===== src/rtl/isr_pkg.sv =====
// Shared constants and command decoding for the input shift register (ISR).
package isr_pkg;

  localparam int DEFAULT_DATA_W = 32;

  // shift_right input encoding
  localparam logic SHIFT_LEFT  = 1'b0;
  localparam logic SHIFT_RIGHT = 1'b1;

  // One command is executed per enabled cycle; higher value = higher priority.
  typedef enum logic [1:0] {
    CMD_NONE = 2'd0,
    CMD_IN   = 2'd1,
    CMD_PUSH = 2'd2,
    CMD_MOV  = 2'd3
  } cmd_e;

  // Priority: MOV over PUSH over IN.
  function automatic cmd_e decode_cmd(input logic mov_v, input logic push_v, input logic in_v);
    if (mov_v)       return CMD_MOV;
    else if (push_v) return CMD_PUSH;
    else if (in_v)   return CMD_IN;
    else             return CMD_NONE;
  endfunction

endpackage


===== src/rtl/isr_shifter.sv =====
// Combinational mask/merge datapath: shifts n fresh bits into the ISR.
// n is expected in 1..DATA_W; n == DATA_W replaces the ISR completely.
module isr_shifter
  import isr_pkg::*;
#(
  parameter int DATA_W = DEFAULT_DATA_W,
  parameter int CNT_W  = $clog2(DATA_W) + 1
) (
  input  logic [DATA_W-1:0] isr,
  input  logic [DATA_W-1:0] in_data,
  input  logic [CNT_W-1:0]  n,
  input  logic              shift_right,
  output logic [DATA_W-1:0] next
);

  localparam logic [CNT_W-1:0] FULL = CNT_W'(DATA_W);

  logic [DATA_W-1:0] mask;
  logic [DATA_W-1:0] masked;
  logic [CNT_W-1:0]  rshamt;

  // Keep only the low n source bits, then merge them at the end the data enters.
  // Shifts by DATA_W yield zero, so the full-width case needs no special path.
  always_comb begin
    mask   = (n >= FULL) ? '1 : ((DATA_W'(1) << n) - DATA_W'(1));
    masked = in_data & mask;
    rshamt = FULL - n;
    if (shift_right == SHIFT_RIGHT) next = (isr >> n) | (masked << rshamt);
    else                            next = (isr << n) | masked;
  end

endmodule


===== src/rtl/isr_autopush.sv =====
// ISR with bit count, autopush/explicit push to the RX FIFO, MOV load and a
// sticky overflow flag. Push and stall are decided combinationally each cycle.
//
// Handshake: push_valid is only raised while push_ready is high, so a cycle
// with push_valid=1 is a completed FIFO write; a command that needs the FIFO
// while push_ready=0 either stalls (sequencer retries) or drops, never waits.
module isr_autopush
  import isr_pkg::*;
#(
  parameter int DATA_W = DEFAULT_DATA_W,
  parameter int CNT_W  = $clog2(DATA_W) + 1
) (
  input  logic              clk,
  input  logic              reset,
  input  logic              penable,
  input  logic              in_valid,
  input  logic [DATA_W-1:0] in_data,
  input  logic [CNT_W-2:0]  in_count,
  input  logic              shift_right,
  input  logic              autopush_en,
  input  logic [CNT_W-2:0]  push_thresh,
  input  logic              push_cmd,
  input  logic              push_if_full,
  input  logic              push_block,
  input  logic              mov_valid,
  input  logic [DATA_W-1:0] mov_data,
  input  logic              ovf_clr,
  output logic              push_valid,
  output logic [DATA_W-1:0] push_data,
  input  logic              push_ready,
  output logic              stall,
  output logic [DATA_W-1:0] isr_data,
  output logic [CNT_W-1:0]  isr_count,
  output logic              overflow
);

  localparam int               SUM_W     = CNT_W + 1;
  localparam logic [CNT_W-1:0] FULL      = CNT_W'(DATA_W);
  localparam logic [SUM_W-1:0] FULL_WIDE = SUM_W'(DATA_W);

  logic [DATA_W-1:0] isr_q, isr_d;
  logic [CNT_W-1:0]  count_q, count_d;
  logic              ovf_q, ovf_d;

  cmd_e              cmd;
  logic [CNT_W-1:0]  n_amt;
  logic [CNT_W-1:0]  thresh;
  logic [SUM_W-1:0]  sum;
  logic [CNT_W-1:0]  new_count;
  logic [DATA_W-1:0] shifted;
  logic              pv, st;
  logic [DATA_W-1:0] pd;

  isr_shifter #(
    .DATA_W (DATA_W),
    .CNT_W  (CNT_W)
  ) u_shifter (
    .isr         (isr_q),
    .in_data     (in_data),
    .n           (n_amt),
    .shift_right (shift_right),
    .next        (shifted)
  );

  // Decode shift amount, threshold and saturating post-IN count (0 encodes DATA_W).
  always_comb begin
    n_amt  = {1'b0, in_count};
    if (in_count == '0 || n_amt > FULL) n_amt = FULL;
    thresh = {1'b0, push_thresh};
    if (push_thresh == '0 || thresh > FULL) thresh = FULL;
    sum       = {1'b0, count_q} + {1'b0, n_amt};
    new_count = (sum > FULL_WIDE) ? FULL : sum[CNT_W-1:0];
  end

  // Command execution: next state plus the combinational push/stall decision.
  always_comb begin
    isr_d   = isr_q;
    count_d = count_q;
    ovf_d   = (penable && ovf_clr) ? 1'b0 : ovf_q;
    pv      = 1'b0;
    st      = 1'b0;
    pd      = isr_q;
    cmd     = (penable && !reset) ? decode_cmd(mov_valid, push_cmd, in_valid) : CMD_NONE;
    case (cmd)
      CMD_MOV: begin
        isr_d   = mov_data;
        count_d = '0;
      end
      CMD_PUSH: begin
        if (push_if_full && (count_q < thresh)) begin
          // below threshold: no-op
        end else if (push_ready) begin
          pv      = 1'b1;
          pd      = isr_q;
          isr_d   = '0;
          count_d = '0;
        end else if (push_block) begin
          st = 1'b1;
        end else begin
          isr_d   = '0;
          count_d = '0;
          ovf_d   = 1'b1;
        end
      end
      CMD_IN: begin
        if (autopush_en && (new_count >= thresh)) begin
          if (push_ready) begin
            pv      = 1'b1;
            pd      = shifted;
            isr_d   = '0;
            count_d = '0;
          end else begin
            st = 1'b1;
          end
        end else begin
          isr_d   = shifted;
          count_d = new_count;
        end
      end
      default: begin
      end
    endcase
  end

  // State registers with synchronous active-high reset.
  always_ff @(posedge clk) begin
    if (reset) begin
      isr_q   <= '0;
      count_q <= '0;
      ovf_q   <= 1'b0;
    end else begin
      isr_q   <= isr_d;
      count_q <= count_d;
      ovf_q   <= ovf_d;
    end
  end

  // Outputs read zero throughout reset, even on its first cycle.
  always_comb begin
    push_valid = pv;
    push_data  = pd;
    stall      = st;
    isr_data   = reset ? '0 : isr_q;
    isr_count  = reset ? '0 : count_q;
    overflow   = reset ? 1'b0 : ovf_q;
  end

endmodule


===== config.mk =====
export PLATFORM = sky130hd
export DESIGN_NAME = isr_autopush
export DESIGN_NICKNAME = d
export VERILOG_FILES = /design/src/rtl/isr_pkg.sv /design/src/rtl/isr_shifter.sv /design/src/rtl/isr_autopush.sv
export SDC_FILE = /design/constraint.sdc
export NUM_CORES = 1
export LEC_CHECK = 0
export CAP_MARGIN = 20
export CORE_MARGIN = 4
export CORE_UTILIZATION = 28
export DETAILED_ROUTE_END_ITERATION = 8
export GPL_TIMING_DRIVEN = 0
export MAX_ROUTING_LAYER = met4
export SLEW_MARGIN = 20
export SYNTH_ARGS = -nofsm -noshare
export SYNTH_HDL_FRONTEND = slang
export SYNTH_SLANG_ARGS = --single-unit

===== constraint.sdc =====
create_clock -name clk -period 8.6 [get_ports clk]
set_input_delay 0.86 -clock clk [delete_from_list [all_inputs] [get_ports clk]]
set_output_delay 0.86 -clock clk [all_outputs]
set_load 0.01 [all_outputs]

==> Word level (Yosys, flattened, before mapping) <==
Cells that the tools add are included.
{ "word_totals": {"register_bits": 39, "elab_cells": 78} }
{ "classes": {"n_shift": 4, "n_reduce_logical": 11, "magnitude_cmp": 6, "muxes": 42, "n_bitwise": 3, "eq_ne": 6, "n_addsub": 3} }
{ "op_table": {"columns": ["op", "count"], "rows": [
  ["2-to-1 mux 32 bit", 11],
  ["one-hot mux 32 bit (3 select lines)", 1],
  ["bitwise OR 32 bit", 2],
  ["<< shifter 32 x 6 -> 32 bit", 2],
  ["2-to-1 mux 6 bit", 9],
  ["bitwise AND 32 bit", 1],
  ["<< shifter 1 x 6 -> 32 bit, first input constant", 1],
  [">> shifter 32 x 6 -> 32 bit", 1],
  ["subtractor 32 x 1 -> 32 bit, second input constant", 1],
  ["one-hot mux 6 bit (3 select lines)", 1],
  ["2-to-1 mux 1 bit", 15],
  ["greater-than comparator 5 x 6 -> 1 bit, second input constant", 2],
  ["logical NOT 5 bit", 2],
  ["adder 6 x 6 -> 7 bit", 1],
  ["greater-than comparator 7 x 6 -> 1 bit, second input constant", 1],
  [">= comparator 6 bit", 1],
  [">= comparator 6 bit, second input constant", 1],
  ["less-than comparator 6 bit", 1],
  ["2-to-1 mux 2 bit", 3],
  ["inequality test 3 bit, second input constant", 2],
  ["subtractor 6 bit, first input constant", 1],
  ["== test 2 bit, second input constant", 2],
  ["logical AND 1 bit", 4],
  ["one-hot mux 1 bit (2 select lines)", 2],
  ["6 further kinds", 7]
]} }

==> Logic depth before layout (Yosys ltp) <==
{ "depth": {"word_depth": 13, "depth_mapped": 26, "depth_no_buf": 18} }

==> By module <==
Synthesis repeated with hierarchy kept, for this count alone.
{ "unflattened": {"hier_cells": 1566, "hier_area_um2": 11163.2} }
{ "modules_own_cells": {"columns": ["module", "instances", "area_per_inst_um2", "cells_each", "seq_area_each_um2"], "rows": [
  ["isr_shifter", 1, 7639.8, 1156, 0.0],
  ["isr_autopush", 1, 3523.4, 410, 780.7]
]} }

==> Worst setup path after synthesis <==
Ideal clock, no wire load.
{ "synth_path": {"path_kind": "input-to-output", "startpoint": "input in_count[1]", "endpoint": "output push_data[12]", "n_path_buf": 8, "path_stages": 24, "slack_ns": 2.485, "arrival_ns": 5.255, "path_cell_list": "buf_2 > buf_6 > buf_4 > buf_4 > buf_2 > buf_2 > xor2_1 > ha_1 > a21oi_1 > o21bai_1 > a21oi_1 > o21bai_1 > a21oi_1 > nand3_1 > ha_1 > nand2b_1 > a21o_1 > a21oi_1 > o21ai_0 > and2_1 > nand2_1 > clkbuf_1 > clkbuf_1 > mux2_2"} }
{ "synth_between": {"elab_chain_cells": 13, "elab_cells_between_ends": 24, "classes_between": "3 x add/sub; 4 x order compare; 4 x shift; 7 x mux; 3 x bitwise; 3 x reduce/logical"} }
{ "synth_rtl": {"columns": ["item", "line_no", "source"], "rows": [
  ["start: declaration", "isr_autopush.sv:18", "input logic [CNT_W-2:0] in_count,"],
  ["greater-than comparator 5 x 6 -> 1 bit or logical NOT 5 bit (tied branches)", "isr_autopush.sv:68", "if (in_count == '0 || n_amt > FULL) n_amt = FULL;"],
  ["logical OR 1 bit", "isr_autopush.sv:68", null],
  ["2-to-1 mux 6 bit (*)", "isr_autopush.sv:68", null],
  ["<< shifter 1 x 6 -> 32 bit", "isr_shifter.sv:25", "mask = (n >= FULL) ? '1 : ((DATA_W'(1) << n) - DATA_W'(1));"],
  ["subtractor 32 x 1 -> 32 bit", "isr_shifter.sv:25", null],
  ["2-to-1 mux 32 bit", "isr_shifter.sv:25", null],
  ["bitwise AND 32 bit", "isr_shifter.sv:26", "masked = in_data & mask;"],
  ["<< shifter 32 x 6 -> 32 bit", "isr_shifter.sv:28", "if (shift_right == SHIFT_RIGHT) next = (isr >> n) | (masked << rshamt);"],
  ["bitwise OR 32 bit", "isr_shifter.sv:28", null],
  ["2-to-1 mux 32 bit", "isr_shifter.sv:28", null],
  ["2-to-1 mux 32 bit", "isr_autopush.sv:107", "if (push_ready) begin"],
  ["2-to-1 mux 32 bit (*)", "isr_autopush.sv:106", "if (autopush_en && (new_count >= thresh)) begin"],
  ["2-to-1 mux 32 bit (*)", null, null],
  ["end: declaration", "isr_autopush.sv:29", "output logic [DATA_W-1:0] push_data,"]
]} }
Every way passes the cells marked *; elsewhere a longest branch is shown, timed or not.

==> Worst setup path after layout <==
{ "layout_path": {"startpoint": "input in_count[4]", "endpoint": "output push_data[13]"} }
The elaborated chain is that of the path after synthesis.

==> flow_summary.ini <==
[run_status]
outcome = complete, no violations

[finish]
regArea_um2 = 780.7
fin_area_um2 = 12990
syn_to_final_growth_pct = 22.52
fillers = 4069
multi_input_comb_area_um2 = 8916
drive_gt1_share_pct = 14.50
nets = 1688

[detailed_routing]
drt_pre_antenna_iters = 6
via_count = 14341
ant_nets = 0
wl_per_cell_um = 38.97
drt-initial-drc-count = 1887
route.detailed.drc = 0
vias_per_cell = 6.855
wl_um = 81520

[worst_setup_path]
cp.depth = 17
path_max_fanout = 10
rrSetupSlack_ns = 3.24
crit_chain = clkdlybuf4s50_1, buf_6, buf_2, or3_1, buf_2, nor2_1, inv_1, ha_1, clkbuf_1, nor2b_1, a222oi_1, o221ai_1, a31oi_1, o21ai_0, a311oi_1, o31ai_1, clkdlybuf4s50_1
crit_type = primary input to output pin
r2r_end = isr_q[28]
r2r_start = count_q[0]
slowest_stage = a311oi_1
crit_end = push_data[13]
crit_family = compound AO/OA/AOI/OAI gates
worstRegToRegCells = 18
worst-path-buf-inv = 7
start_kind = primary input
crit_start = in_count[4]
worstPathArrival_ns = 7.56
cp.required_ns = 7.74
slowest_delay_ns = 0.84
endpoint_kind = output pin

[timing]
hold_viol = 0
setup_viol = 0
fmax_ghz = 0.1187
slew_headroom_pct = 18.38
fin_hold_ws_ns = 0.5591
period_needed_ns = 8.422
final_max_slew_viol_count = 0
rsz0062_at_grt = false
fin_worst_skew_ns = 0.01286
finalCritPeriodShare_pct = 97.94
tightestPinTransition_ns = 1.214
fin_ws_ns = 0.1775

[yosys]
yosys_warnings = 0
syn_area_um2 = 10600
synthCells = 1417
ys_async_sr_fraction_pct = 0
synth-edff-count = 0
mappedNetlistNets = 1527
ys_seq_elements = 39
yosysSeqAreaShare_pct = 7.366
avgSynthCellArea_um2 = 7.480
synth-main-ff-cell = dfxtp_1
synth.distinct_cells = 108

[clock_network]
htree_levels = 2
cts_tree = done
post_cts_buffers = 0
hold_buffers = 0
cts_root_buffer = clkbuf_16
clock-sinks = 39
clk_latency_ns = 0.30
path_clk_slew_ns = 0.07
clock_path_buffers = 2
cts_buffers = 5

[floorplan]
dieArea_um2 = 41030
core.rowCount = 71
coreArea_um2 = 37490
initial_core_util_pct = 28.27
fp.dieW_um = 202.6
chipHeight_um = 202.6
ios = 159

[place]
post-place-ws_ns = -0.5356
io_buffers = 156
post-dp-hpwl_um = 65080
dpl_cell_area_um2 = 12820
place.gp.congestion = 1.068

[global_routing]
grt_pass1_vias = 14067
grt_pass1_wl_um = 112100
antenna_found_initial = 4
grt_use_total_pct = 39.11
grt_max_degree = 20
grt_overflow_total = 0

[worst_hold_path]
holdPathStages = 2
hold_path_class = register to register

[power_and_ir_drop]
peakVddDrop_v = 0.0001023
p_leak_nw = 4.549
p_per_area_nw_per_um2 = 97.48

[flow_run]
drv_cap = 0
==> synthesized netlist by cell type (23+ instances only) <==
cell type | n | share of area [%]
nor3_1 | 29 | 1.4
a31oi_1 | 23 | 1.4
o21ai_0 | 102 | 4.8
ha_1 | 24 | 2.8
buf_2 | 44 | 2.1
nand2_1 | 132 | 4.7
mux4_2 | 71 | 15
clkbuf_1 | 77 | 2.7
nor2_1 | 119 | 4.2
dfxtp_1 | 39 | 7.4
inv_1 | 29 | 1.0
o31ai_1 | 29 | 2.1
a21oi_1 | 92 | 4.3
nor2b_1 | 51 | 3.0
nand3_1 | 44 | 2.1
o211ai_1 | 30 | 2.1
mux2i_1 | 39 | 3.7
==> cell type report <==
class                      count  area share, %
antenna                        2        0.03854
buffer                       151          6.157
clock buffer                   5         0.9635
clock inverter                 3         0.1831
inverter                      34         0.9828
multi-input combinational   1190          68.66
sequential                    39          6.012
tap                          511          4.923
timing repair buffer         157          12.08
==> cell families (layout without fill, tap and decap cells) <==
kind of cell,Yosys count,in the layout,share of synthesized area (%)
adder cells (fa/ha/maj),25,25,2.928
XOR/XNOR,11,11,0.9091
AO/OA/AOI/OAI,519,519,35.01
multiplexers,129,129,20.79
flip-flops,39,39,7.366
other,1,3,0.03538
AND/OR/NAND/NOR,505,505,24.19
buffers and inverters,188,350,8.771
==> worst min-delay path by stage <==
stage,end,start,slack [ns]
after floorplan,count_q[3],count_q[3],0.46
after global placement,count_q[3],count_q[3],0.55
after detailed placement,count_q[3],count_q[3],0.55
after CTS,count_q[3],count_q[3],0.56
after global routing,count_q[3],count_q[3],0.61
final,count_q[3],count_q[3],0.56
==> per-layer routing <==
metal  up-vias  global-route usage, %  share of wire, %
met1      7018                  47.89                39
met4         0                  25.32               8.8
li1       5820                      -                 -
met2      1174                  58.65                43
met5         -                      -                 0
met3       329                  8.018               9.5
==> worst min-delay path: stages, from the launching register on <==
cell,delay [ns]
dfxtp_1,0.37
nand2_1,0.08
a21oi_1,0.06
==> layout by cell type (no fill, tap or decap), types with 16 or more instances in the layout <==
master / n
mux4_2: 71
nand2_1: 132
a211oi_1: 21
nand3_1: 44
nand2b_1: 22
o21ai_0: 102
o21ai_1: 19
nor3_1: 29
mux2i_1: 39
and3_1: 16
a221oi_1: 22
buf_4: 18
clkbuf_1: 71
o31ai_1: 29
a21oi_1: 91
buf_2: 40
inv_1: 29
mux2_2: 19
o211ai_1: 30
dfxtp_1: 39
nor2b_1: 51
nor2_1: 119
ha_1: 24
clkdlybuf4s50_1: 156
a31oi_1: 23
==> stage by stage <==
stage	instances	setup TNS, ns	util (%)	total power (W)
6_report	2092	0	34.64	0.001266
5_1_grt	2092	0	34.64	0.001291
2_1_floorplan	1417	0	-	0.0006516
3_3_place_gp	2084	-9.343	34.14	0.001038
4_1_cts	2092	0	34.61	0.001228
3_5_place_dp	2085	-9.025	34.21	0.001030
==> flip-flops by register name, summed over array words and instances, names as in the netlist <==
name	flops
isr_q	32
count_q	6
ovf_q	1
==> power breakdown <==
part           switching, W  internal (W)  total, W
combinational      0.000563      0.000291  0.000854
clock             0.0000887      0.000109  0.000198
sequential        0.0000224      0.000192  0.000214
==> what timing repair did <==
action / in CTS / in global routing
endpoints found under the setup margin: 32 / 32
resized for setup: 4 / 7
endpoints found under the hold margin: 0 / 0
No activity file was read; power rests on OpenSTA's default activity.
